### src/rtl/hwpf_req_arbiter.sv
// hwpf_req_arbiter: merges demand and next-line prefetch requests
// onto the single HPDcache request port.
package hwpf_pkg;
  typedef logic [31:0] addr_t;
  typedef enum logic [1:0] {
    OP_LOAD, OP_STORE, OP_AMO, OP_CMO
  } hpdcache_op_e;
  typedef struct packed {
    addr_t        addr;
    hpdcache_op_e op;
    logic         uncacheable;
    logic         need_rsp;
    logic [2:0]   sid;
    logic [3:0]   tid;
  } hpdcache_req_t;
endpackage

module hwpf_req_arbiter
  import hwpf_pkg::*;
#(
  parameter int unsigned PF_DEPTH   = 4,
  parameter int unsigned LINE_BYTES = 64,
  parameter int unsigned STARVE_MAX = 16,
  parameter logic [2:0]  PF_SID     = '1
) (
  input  logic          clk_i,
  input  logic          rst_i,
  input  logic          flush_i,
  input  logic          lock_i,
  input  logic          pf_valid_i,
  output logic          pf_ready_o,
  input  addr_t         pf_addr_i,
  input  logic          dmd_valid_i,
  output logic          dmd_ready_o,
  input  hpdcache_req_t dmd_req_i,
  output logic          dc_valid_o,
  input  logic          dc_ready_i,
  output hpdcache_req_t dc_req_o,
  output logic [15:0]   pf_drop_cnt_o
);
  localparam int unsigned AW = $bits(addr_t);
  localparam int unsigned LB = $clog2(LINE_BYTES);
  localparam int unsigned IW = $clog2(PF_DEPTH);
  localparam int unsigned CW = $clog2(PF_DEPTH + 1);
  localparam int unsigned SW = $clog2(STARVE_MAX + 1);

  typedef logic [AW-LB-1:0] line_t;
  typedef enum logic [1:0] {IDLE, HOLD_DMD, HOLD_PF} state_e;

  state_e        st_q, st_d;
  line_t         q_q [PF_DEPTH];
  line_t         q_d [PF_DEPTH];
  logic [CW-1:0] cnt_q, cnt_d;
  logic [SW-1:0] stv_q, stv_d;
  line_t         hold_q, hold_d;
  logic          hin_q, hin_d;
  logic [15:0]   drop_q, drop_d;

  logic          ne, forced, sel_dmd, sel_pf;
  logic          dmd_mode, pf_mode, vld;
  logic          dmd_hs, pf_hs, pop, dup, enq, drop;
  line_t         pf_line, dmd_line, in_line;
  hpdcache_req_t pf_req;
  logic [CW-1:0] n;
  logic          pf_lo_unused;

  assign pf_lo_unused = ^pf_addr_i[LB-1:0];
  assign dmd_line = dmd_req_i.addr[AW-1:LB];
  assign in_line  = pf_addr_i[AW-1:LB];

  assign ne      = cnt_q != '0;
  assign forced  = (stv_q == SW'(STARVE_MAX)) & ne & ~lock_i;
  assign sel_dmd = dmd_valid_i & ~forced;
  assign sel_pf  = ~sel_dmd & ne & ~lock_i & ~flush_i;

  always_comb begin
    st_d     = st_q;
    vld      = 1'b0;
    dmd_mode = 1'b0;
    pf_mode  = 1'b0;
    pf_line  = q_q[0];
    unique case (st_q)
      IDLE: begin
        if (sel_dmd) begin
          dmd_mode = 1'b1;
          vld      = 1'b1;
          if (!dc_ready_i) st_d = HOLD_DMD;
        end else if (sel_pf) begin
          pf_mode = 1'b1;
          vld     = 1'b1;
          if (!dc_ready_i) st_d = HOLD_PF;
        end
      end
      HOLD_DMD: begin
        dmd_mode = 1'b1;
        vld      = 1'b1;
        if (dc_ready_i) st_d = IDLE;
      end
      HOLD_PF: begin
        pf_line = hold_q;
        // flush is the one case allowed to withdraw a presented request
        if (flush_i) begin
          st_d = IDLE;
        end else begin
          pf_mode = 1'b1;
          vld     = 1'b1;
          if (dc_ready_i) st_d = IDLE;
        end
      end
      default: st_d = IDLE;
    endcase
  end

  always_comb begin
    pf_req      = '0;
    pf_req.addr = {pf_line, {LB{1'b0}}};
    pf_req.op   = OP_LOAD;
    pf_req.sid  = PF_SID;
  end

  assign dc_valid_o  = vld & ~rst_i;
  assign dmd_ready_o = dmd_mode & dc_ready_i & ~rst_i;
  assign dc_req_o    = pf_mode ? pf_req : dmd_req_i;
  assign pf_ready_o  = ~lock_i & ~flush_i;

  assign dmd_hs = dmd_mode & dc_ready_i;
  assign pf_hs  = pf_mode & dc_ready_i;
  assign pop    = pf_hs & ((st_q == IDLE) | hin_q);

  always_comb begin
    dup = dmd_hs & (dmd_line == in_line);
    for (int unsigned i = 0; i < PF_DEPTH; i++) begin
      if (CW'(i) < cnt_q && q_q[i] == in_line) dup = 1'b1;
    end
    enq = pf_valid_i & pf_ready_o & ~dup;
  end

  // pop, purge and compaction first, then append at the tail
  always_comb begin
    q_d  = q_q;
    n    = '0;
    drop = 1'b0;
    for (int unsigned i = 0; i < PF_DEPTH; i++) begin
      if (CW'(i) < cnt_q && !(pop && i == 0) &&
          !(dmd_hs && q_q[i] == dmd_line)) begin
        q_d[n[IW-1:0]] = q_q[i];
        n = n + 1'b1;
      end
    end
    if (enq) begin
      if (n == CW'(PF_DEPTH)) begin
        drop = 1'b1;
        for (int unsigned i = 0; i < PF_DEPTH - 1; i++) begin
          q_d[i] = q_d[i+1];
        end
        q_d[PF_DEPTH-1] = in_line;
      end else begin
        q_d[n[IW-1:0]] = in_line;
        n = n + 1'b1;
      end
    end
    cnt_d = flush_i ? '0 : n;
  end

  always_comb begin
    hold_d = hold_q;
    hin_d  = hin_q;
    if (st_q == IDLE && pf_mode && !dc_ready_i) begin
      hold_d = q_q[0];
      hin_d  = ~drop;
    end else if (st_q == HOLD_PF) begin
      hin_d = hin_q & ~drop;
    end
    if (flush_i) hin_d = 1'b0;
  end

  always_comb begin
    stv_d = stv_q;
    if (pf_hs) begin
      stv_d = '0;
    end else if (dmd_hs && ne && stv_q != SW'(STARVE_MAX)) begin
      stv_d = stv_q + 1'b1;
    end
    if (flush_i) stv_d = '0;
    drop_d = drop_q;
    if (drop && drop_q != 16'hFFFF) drop_d = drop_q + 16'd1;
  end

  assign pf_drop_cnt_o = drop_q;

  always_ff @(posedge clk_i or posedge rst_i) begin
    if (rst_i) begin
      st_q   <= IDLE;
      cnt_q  <= '0;
      stv_q  <= '0;
      hold_q <= '0;
      hin_q  <= 1'b0;
      drop_q <= '0;
      for (int unsigned i = 0; i < PF_DEPTH; i++) q_q[i] <= '0;
    end else begin
      st_q   <= st_d;
      cnt_q  <= cnt_d;
      stv_q  <= stv_d;
      hold_q <= hold_d;
      hin_q  <= hin_d;
      drop_q <= drop_d;
      q_q    <= q_d;
    end
  end
endmodule

### config.mk
export PLATFORM = sky130hd
export DESIGN_NAME = hwpf_req_arbiter
export DESIGN_NICKNAME = d
export VERILOG_FILES = /design/src/rtl/hwpf_req_arbiter.sv
export SDC_FILE = /design/constraint.sdc
export NUM_CORES = 1
export LEC_CHECK = 0
export ABC_AREA = 0
export BUFFER_PORTS_ARGS = -buffer_cell sky130_fd_sc_hd__buf_2
export CAP_MARGIN = 10
export CORE_UTILIZATION = 30
export CTS_CLUSTER_DIAMETER = 60
export DETAILED_ROUTE_END_ITERATION = 6
export PLACE_DENSITY = 0.5
export SLEW_MARGIN = 20
export SYNTH_ARGS = -nofsm -noshare
export SYNTH_HDL_FRONTEND = slang
export SYNTH_SLANG_ARGS = --single-unit
### constraint.sdc
create_clock -name clk_i -period 5.3 [get_ports clk_i]
set_input_delay 0.795 -clock clk_i [delete_from_list [all_inputs] [get_ports clk_i]]
set_output_delay 0.795 -clock clk_i [all_outputs]
set_load 0.05 [all_outputs]
==> impl_metrics.csv <==
group,metric,value,unit
final_layout,area_growth,20.58,%
critical_path,critPathMaxFanout,10,
critical_path,crit_path_end_kind,"flop",
clock_tree,cts_buffer_depth,2,
die,die_w,206.9,um
logic_synthesis,netlist_area,12600,um^2
critical_path,worstPathCellList,"buf_2, buf_4, xor2_1, nor4_2, nand3_1, o31ai_1, inv_1, ha_1, xnor2_2, inv_1, ha_1, mux2_2, inv_1, ha_1, inv_1, or4_2, a21o_2, mux2_2, a222oi_1",
power,p_per_area,285.1,nW/um^2
final_layout,layout.nets,1726,
clock_tree,htreeDepth,4,
die,dieArea,42830,um^2
clock_tree,root_buffer,"clkbuf_16",
critical_path,worstPathRequired,5.65,ns
flow_run,cap_viol_max_count,0,
drt,vias_per_cell,5.359,
power,p_leak,6.898,nW
die,core-area,41110,um^2
critical_path,cp_data_arrival_time,5.42,ns
drt,drc,18,
final_layout,layout_commonest_cell,"xor2_1",
drt,vias,11646,
timing,skew,0.01281,ns
final_layout,num_antenna_cells,0,
clock_tree,cts_tree,"done",
timing,rsz0062_at_grt,"false",
final_layout,fin_util,0.3696,
logic_synthesis,synth-seq-cells,157,
global_routing,grt-ovfl-total,0,
global_routing,grtUsageMet1,0.3483,
global_routing,use_met3,0.04631,
place,io_buffers,137,
critical_path,critPathSlowestCell,"or4_2",
clock_tree,clkSlewWorstSetupHoldPaths,0.07,ns
worst_hold_path,hp-class,"flop to flop",
power,power.share.switching,0.3622,
drt,wl_per_cell,24.11,um
timing,fin_setup_tns,0,ns
clock_tree,hold_buffers,0,
logic_synthesis,synth_top_area_frac,0.3118,
timing,fin_ws,0.2310,ns
final_layout,regArea,3931,um^2
final_layout,drive_gt1_frac,0.2401,
power,intPower,2.763,mW
logic_synthesis,yosysWarnings,0,
drt,drt_iter0_markers,1350,
timing,worstMarginPinSlew,1.016,ns
timing,setup_viol,0,
power,p_clk_frac,0.310,
drt,wirelength,52380,um
timing,whs,0.4911,ns
place,gp_congestion,1.021,
final_layout,fillers,4249,
logic_synthesis,yosysSeqAreaShare,0.3118,
global_routing,antenna_found_initial,0,
outcome,outcome,"complete, but fails checks",
power,p_seq_frac,0.371,
timing,final_hold_viol_count,0,
global_routing,grtUsageTotal,0.2467,
power,pwr-share-comb,0.319,
logic_synthesis,synthTopCellsByArea,"dfrtp_1, xor2_1, xnor2_1, mux2i_1, nor2_1",
logic_synthesis,synthDistinctLibCells,56,
timing,period_share,0.9564,
place,place_ws,-0.2821,ns
logic_synthesis,syn_inst,1495,
critical_path,critPathKind,"input port to flop",
timing,max_freq,0.1973,GHz
global_routing,grt_pass1_vias,11048,
final_layout,final_cell_mix,"xor2_1, dfrtp_1, nor2_1, buf_2, nand2_1",
outcome,failed_checks,"design-rule violations",
timing,period_needed,5.069,ns
die,rows,74,
drt,ant_nets,0,
logic_synthesis,synth_edf_count,0,
global_routing,grt_max_degree,84,
die,io_pins,144,
global_routing,grt_util_met2,0.3787,
logic_synthesis,async_flop_share,1.000,
power,ir_drop,0.2351,mV
die,start_util,0.3065,
timing,max-slew-margin-rel,0.3212,
logic_synthesis,avgSynthCellArea,8.429,um^2
clock_tree,clock_latency,0.47,ns
global_routing,grt_pass1_wl,75490,um
critical_path,max_stage_delay,0.68,ns
logic_synthesis,ys.flop_type,"dfrtp_1",
logic_synthesis,synth_top_area_cell,"dfrtp_1",
final_layout,multiInputGateArea,7826,um^2
logic_synthesis,syn_nets,1592,
power,p_sw,1.569,mW
critical_path,cp_common_cell,"inv_1",
drt,firstDrtPassIters,7,
die,die_y,206.9,um
clock_tree,numCtsBuffers,17,
clock_tree,clock_sinks,157,
critical_path,cp-start-kind,"input port",
place,post-dp-hpwl,39390,um
global_routing,grt-busiest-layer,"met2",
timing,drv_slew,0,
final cells by class:
| cell class | count | share of cell area |
|---|---|---|
| Multi-Input combinational cell | 1093 | 0.5151 |
| Sequential cell | 157 | 0.2587 |
| Timing Repair Buffer | 268 | 0.1183 |
| Tap cell | 532 | 0.04381 |
| Clock buffer | 20 | 0.03071 |
| Inverter | 92 | 0.02306 |
| Clock inverter | 11 | 0.01029 |
per-layer routing:
metal	wire, um	up-vias
met5	0	-
met4	1454	0
met3	3452	63
met2	23190	472
met1	24290	5678
li1	-	5433
cell usage after synthesis, types with 3 or more instances:
cell,count
o22a_1,26
a211oi_1,54
nand3_1,8
inv_1,92
nor2_1,153
buf_2,13
nand2b_1,3
mux2i_1,80
xnor2_1,93
dfrtp_1,157
a222oi_1,21
and2_1,18
buf_4,4
nor3_1,47
nand4_1,35
mux2_2,34
clkbuf_1,134
ha_1,15
nor4_1,36
and3_1,5
o211ai_1,28
or4_1,4
a221oi_1,5
xor2_1,162
a21oi_1,27
nand2_1,123
o221a_2,26
o21ai_0,29
a21o_1,27
final timing paths:
| path | slack, ns | endpoint | cells after the start | from |
|---|---|---|---|---|
| max | 0.23 | q_q[43]$_DFF_PP0_ | 19 | dmd_req_i[42] |
| min | 0.49 | pf_drop_cnt_o[7]$_DFFE_PP0P_ | 1 | pf_drop_cnt_o[7]$_DFFE_PP0P_ |
| max reg2reg | 0.26 | q_q[43]$_DFF_PP0_ | 18 | q_q[69]$_DFF_PP0_ |
| min reg2reg | 0.49 | pf_drop_cnt_o[7]$_DFFE_PP0P_ | 1 | pf_drop_cnt_o[7]$_DFFE_PP0P_ |
| max in group asynchronous | 3.85 | q_q[64]$_DFF_PP0_ | 3 | rst_i |
| min in group asynchronous | 0.50 | stv_q[3]$_DFFE_PP0P_ | 2 | rst_i |
cells by family (layout without fill, tap and decap cells):
family | Yosys count | after routing | synth area share
buffers and inverters | 247 | 391 | 0.07725
xor gates and xnor gates | 255 | 255 | 0.1772
muxes | 115 | 117 | 0.09512
DFF | 157 | 157 | 0.3118
AOI/OAI and AO/OA | 263 | 263 | 0.1620
adders and majority gates | 15 | 15 | 0.01489
and+or+nand+nor | 443 | 443 | 0.1618
through the flow:
stage	power (mW)	cells	area (um^2)
4_1_cts	4.315	2171	15130
3_5_place_dp	2.964	2140	14510
5_1_grt	4.504	2173	15190
3_3_place_gp	2.951	2140	14510
6_report	4.333	2173	15190
2_1_floorplan	2.372	1495	12630
power groups by stage:
stage	clock network, mW	logic (mW)	registers [mW]
floorplan	0	0.822	1.55
global placement	0	1.34	1.61
detailed placement	0	1.35	1.62
CTS	1.37	1.36	1.59
global route	1.41	1.48	1.62
finish	1.34	1.38	1.61
critical path, delay by kind of cell:
kind                       cells  cell delay (ns)
AOI/OAI and AO/OA              3             0.90
adders and majority gates      3             0.77
buffers and inverters          6             0.60
xor gates and xnor gates       2             0.34
and+or+nand+nor                3             1.25
muxes                          2             0.74
timing repair:
item                                    in CTS  in global routing
resized for setup                            0                 10
endpoints found under the setup margin       0                 24
setup buffers                                0                  0
registers in the layout, summed over array words and instances, names as in the netlist:
| name | cells |
|---|---|
| hin_q | 1 |
| cnt_q | 3 |
| q_q | 104 |
| st_q | 2 |
| hold_q | 26 |
| stv_q | 5 |
| pf_drop_cnt_o | 16 |
(Power assumes the default switching activity.)
